[config.mk]
export PLATFORM = sky130hd
export DESIGN_NAME = serial_adder_ctrl
export DESIGN_NICKNAME = d
export VERILOG_FILES = /design/src/rtl/serial_adder_pkg.sv /design/src/rtl/full_adder_behavioral.sv /design/src/rtl/serial_adder_ctrl.sv
export SDC_FILE = /design/constraint.sdc
export NUM_CORES = 1
export LEC_CHECK = 0
export CAP_MARGIN = 20
export CORE_MARGIN = 5
export CORE_UTILIZATION = 47
export CTS_BUF_LIST = sky130_fd_sc_hd__clkbuf_4
export CTS_CLUSTER_DIAMETER = 30
export DETAILED_ROUTE_END_ITERATION = 7
export GPL_ROUTABILITY_DRIVEN = 1
export HOLD_SLACK_MARGIN = 0.02
export PLACE_DENSITY = 0.81
export SLEW_MARGIN = 0
export SYNTH_ARGS = -nofsm -noshare
export SYNTH_HDL_FRONTEND = slang
export SYNTH_SLANG_ARGS = --single-unit
[constraint.sdc]
create_clock -name clk -period 1.39 [get_ports clk]
set_clock_uncertainty 0.2 [all_clocks]
set_input_delay 0.417 -clock clk [delete_from_list [all_inputs] [get_ports clk]]
set_output_delay 0.417 -clock clk [all_outputs]
set_load 0.02 [all_outputs]
[src/rtl/serial_adder_pkg.sv]
// Shared types and defaults for the bit-serial adder controller.
package serial_adder_pkg;

    typedef enum logic [1:0] {
        IDLE = 2'd0,
        RUN  = 2'd1,
        DONE = 2'd2
    } state_t;

    localparam int WIDTH_DEFAULT = 8;

endpackage

[src/rtl/full_adder_behavioral.sv]
// Shared 1-bit full adder; the only arithmetic on operand data in the serial adder.
module full_adder_behavioral (
    input  logic a,
    input  logic b,
    input  logic carry_in,
    output logic sum,
    output logic carry_out
);

    assign sum       = a ^ b ^ carry_in;
    assign carry_out = (a & b) | (carry_in & (a ^ b));

endmodule

[src/rtl/serial_adder_ctrl.sv]
// Bit-serial adder controller: one full-adder evaluation per cycle, LSB first,
// with a start/ready/busy/done handshake and a held registered result.
module serial_adder_ctrl
    import serial_adder_pkg::*;
#(
    parameter int WIDTH = WIDTH_DEFAULT
) (
    input  logic             clk,
    input  logic             rst_n,
    input  logic             start,
    input  logic [WIDTH-1:0] a,
    input  logic [WIDTH-1:0] b,
    input  logic             cin,
    output logic             ready,
    output logic             busy,
    output logic             done,
    output logic [WIDTH-1:0] sum,
    output logic             cout
);

    localparam int            CW   = $clog2(WIDTH + 1);
    localparam logic [CW-1:0] LAST = CW'(WIDTH - 1);

    state_t           state_reg, state_next;
    logic [WIDTH-1:0] a_sh_reg, b_sh_reg, s_sh_reg, sum_reg;
    logic [WIDTH-1:0] s_shifted;
    logic [CW-1:0]    cnt_reg;
    logic             carry_reg, cout_reg;
    logic             sum_bit, carry_out, last_bit;

    full_adder_behavioral u_fa (
        .a         (a_sh_reg[0]),
        .b         (b_sh_reg[0]),
        .carry_in  (carry_reg),
        .sum       (sum_bit),
        .carry_out (carry_out)
    );

    // Written as shift-and-or so the same expression also holds for WIDTH=1.
    assign s_shifted = (s_sh_reg >> 1) | (WIDTH'(sum_bit) << (WIDTH - 1));
    assign last_bit  = (cnt_reg == LAST);
    assign sum       = sum_reg;
    assign cout      = cout_reg;

    always_ff @(posedge clk) begin
        if (!rst_n) begin
            state_reg <= IDLE;
        end else begin
            state_reg <= state_next;
        end
    end

    always_comb begin
        state_next = state_reg;
        ready      = 1'b0;
        busy       = 1'b0;
        done       = 1'b0;
        case (state_reg)
            IDLE: begin
                ready = 1'b1;
                if (start) state_next = RUN;
            end
            RUN: begin
                busy = 1'b1;
                if (last_bit) state_next = DONE;
            end
            DONE: begin
                done       = 1'b1;
                state_next = IDLE;
            end
            default: state_next = IDLE;
        endcase
    end

    always_ff @(posedge clk) begin
        if (!rst_n) begin
            a_sh_reg  <= '0;
            b_sh_reg  <= '0;
            s_sh_reg  <= '0;
            carry_reg <= 1'b0;
            cnt_reg   <= '0;
            sum_reg   <= '0;
            cout_reg  <= 1'b0;
        end else begin
            case (state_reg)
                IDLE: begin
                    if (start) begin
                        a_sh_reg  <= a;
                        b_sh_reg  <= b;
                        s_sh_reg  <= '0;
                        carry_reg <= cin;
                        cnt_reg   <= '0;
                    end
                end
                RUN: begin
                    a_sh_reg  <= a_sh_reg >> 1;
                    b_sh_reg  <= b_sh_reg >> 1;
                    s_sh_reg  <= s_shifted;
                    carry_reg <= carry_out;
                    cnt_reg   <= cnt_reg + CW'(1);
                    // Result registers only move on the completion edge.
                    if (last_bit) begin
                        sum_reg  <= s_shifted;
                        cout_reg <= carry_out;
                    end
                end
                default: ;
            endcase
        end
    end

endmodule
==> metrics.csv <==
stage,metric,value,unit
run_status,outcome,finished with violations,
run_status,failing checks,negative setup slack,
clock_tree,H-tree depth,2,
final_layout,Final Instance Count excl. Fillers,281,
setup_path,worst-path maximum fanout,4,
synth,synthesized instance count,182,
clock_tree,number of buffers created by CTS,5,
global_route,first-pass GRT wire length,6.755,mm
sta,final setup vio count,51,
final_layout,layout cells sized above 1,45.96,%
drt,Iteration-0 DRC Markers,93,
setup_path,Worst Path Arrival,1070,ps
setup_path,startpoint types,flop,
global_route,met3 GRT Util,3.448,%
final_layout,fill count,192,
drt,DRC viols,0,
power_and_ir_drop,part of the power in registers,52.4,%
run,Max Cap Violations,0,
die,Initial Utilization,48.49,%
die,Die X,68.44,um
synth,dominant synthesized flop cell,dfxtp_1,
drt,drt pass-1 iters,4,
synth,Cell variety after synth,30,
drt,Via density,5.819,
final_layout,register area,799.5,um^2
sta,Final min period,1684,ps
synth,cell type with the highest aggregate area in the netlist,dfxtp_1,
clock_tree,TritonCTS clock tree,built,
worst_hold_path,Hold Crit Class,flop to flop,
clock_tree,worst skew pair latency,350,ps
die,Core ar.,3311,um^2
sta,Max-Slew Margin vs Limit,72.51,%
power_and_ir_drop,Clock Power Share,26.3,%
synth,Post-synth EDFFs,0,
sta,Hold Slack,268.4,ps
final_layout,area added between synthesis and finish,64.85,%
global_route,largest net degree at the start of global routing,24,
final_layout,"commonest non-fill, non-tap cell in the layout",dfxtp_1,
synth,syn nets,204,
sta,Slew @ Worst Pin,412.4,ps
synth,top-area cell type share of the netlist area,48.64,%
power_and_ir_drop,maximum vdd drop,0.0006081,V
global_route,GRT met2 Usage,32.54,%
global_route,GRT busiest layer,met2,
setup_path,CP endpoint kind,primary output,
power_and_ir_drop,NetSw,666.1,uW
global_route,initial antenna violation count,0,
final_layout,most frequent cells in the layout,"26 x dfxtp_1, 23 x buf_6, 22 x nand2_1",
placed_design,Cells after DPL,260,
setup_path,Worst EP required,770,ps
final_layout,# diodes,0,
final_layout,"Core Util, Final",79.93,%
die,io pins,32,
synth,Yosys warning total,0,
sta,Final Hold Viols,0,
sta,Max Fclk,593.8,MHz
drt,DR vias,1635,
synth,"Seq/Total Area, Yosys",48.64,%
global_route,total gr overflow,0,
drt,Routed Antenna Nets,0,
sta,fin crit share,121.2,%
drt,Routed WL per cell,19.20,um
placed_design,Placer Congestion,0.8145,
power_and_ir_drop,P_int,1.652,mW
die,num rows,21,
final_layout,Multi-input gate area,1080,um^2
placed_design,IO buf count,31,
clock_tree,clk slew on worst S/H paths,120,ps
clock_tree,Root Buffer,clkbuf_4,
power_and_ir_drop,Leak,0.9597,nW
sta,final worst setup slack,-294.1,ps
placed_design,HPWL Detailed,2.604,mm
clock_tree,clk buf depth,2,
synth,Mapped Area,1605,um^2
power_and_ir_drop,Logic pwr share,21.3,%
drt,Final Routed Wirelength,5.395,mm
global_route,GRT Util Overall,19.35,%
die,Die Y,68.44,um
global_route,vias in the first global route,1483,
synth,Avg Synthesized Cell Area,8.820,um^2
clock_tree,TritonCTS sink count,39,
global_route,GR Util met1,24.37,%
sta,Final Max Tran Viols,0,
final_layout,NumNets Final,256,
sta,RSZ-0062 raised after global routing,yes,
synth,#FFs+latches synth,39,
power_and_ir_drop,power per cell area,875.9,nW/um^2
synth,top post-synthesis cells by area,"dfxtp_1 49%, mux2i_1 5.6%, o2bb2ai_1 5.5%",
power_and_ir_drop,Final Total Pwr,2.318,mW
clock_tree,"Hold-fix buffers, CTS",0,
power_and_ir_drop,Switching Share,28.73,%
setup_path,kind of critical path,flop to primary output,
die,die area,4684,um^2
synth,asr flop ratio synth,0,%
[path summary, 6_finish.rpt]
path / startpoint / end / slack, ps / depth (start not counted)
setup / recovery: state_reg[0] / ready / -290 / 3
hold / removal: sum[3] / sum[3] / 270 / 2
hold reg to reg: sum[3] / sum[3] / 270 / 2
setup reg to reg: state_reg[0] / cnt_reg[3] / -240 / 6
[layout make-up]
type	instances	area share, %
sequential	39	30.21
timing repair buffer	58	23.78
inverter	3	0.8511
clock inverter	1	0.1891
clock buffer	7	1.986
tap	46	2.175
multi-input combinational	127	40.80
[per-stage QoR]
| stage | worst slack [ps] | setup TNS, ps | area [um^2] |
|---|---|---|---|
| 6_report | -294.1 | -5447 | 2646 |
| 5_1_grt | -332.8 | -7847 | 2646 |
| 4_1_cts | -295.9 | -3067 | 2242 |
| 3_5_place_dp | -438.3 | -16060 | 2057 |
| 3_3_place_gp | -412.0 | -15200 | 2057 |
| 2_1_floorplan | 0.5299 | 0 | 1623 |
[kinds of logic (layout without fill, tap and decap cells)]
family / Yosys count / after routing / synth area share [%]
adder cells (fa/ha/maj): 2 / 2 / 2.026
AO/OA/AOI/OAI: 61 / 62 / 24.63
multiplexers: 9 / 9 / 5.612
flip-flops: 39 / 39 / 48.64
buffers and inverters: 17 / 69 / 4.754
AND/OR/NAND/NOR: 54 / 54 / 14.34
[power by group through the flow]
stage / combinational, mW / clock (mW) / sequential, mW
2_1_floorplan: 0.168 / 0 / 1.22
3_3_place_gp: 0.286 / 0 / 1.22
3_5_place_dp: 0.292 / 0 / 1.22
4_1_cts: 0.322 / 0.606 / 1.20
5_1_grt: 0.523 / 0.654 / 1.22
6_report: 0.494 / 0.609 / 1.22
[timing repair]
action | 4_1_cts | 5_1_grt
resized for setup | 102 | 66
buffers inserted | 5 | 5
setup endpoints to repair | 48 | 48
cloned | 1 | 2
pin swaps | 5 | 34
[layer usage]
layer | routed length, um | part of all wire, %
met2 | 2885 | 53
met4 | 123 | 2.3
met1 | 2161 | 40
met3 | 224 | 4.2
met5 | 0 | 0
[synth_stat cells, types with 2 or more instances]
| cell | n |
|---|---|
| buf_2 | 4 |
| a21oi_1 | 15 |
| inv_1 | 2 |
| a22oi_1 | 8 |
| mux2i_1 | 9 |
| o21ai_0 | 15 |
| clkbuf_1 | 9 |
| nor2_1 | 23 |
| o2bb2ai_1 | 10 |
| nand3_1 | 2 |
| and4b_1 | 2 |
| o22ai_1 | 5 |
| nand2_1 | 22 |
| a32oi_1 | 2 |
| dfxtp_1 | 39 |
[worst max-delay path, stage by stage, from the launching register on]
cell and delay, ps:
dfxtp_2 350, buf_6 130, nor2_4 110, buf_6 130
Power figures use the tool's default switching activity.
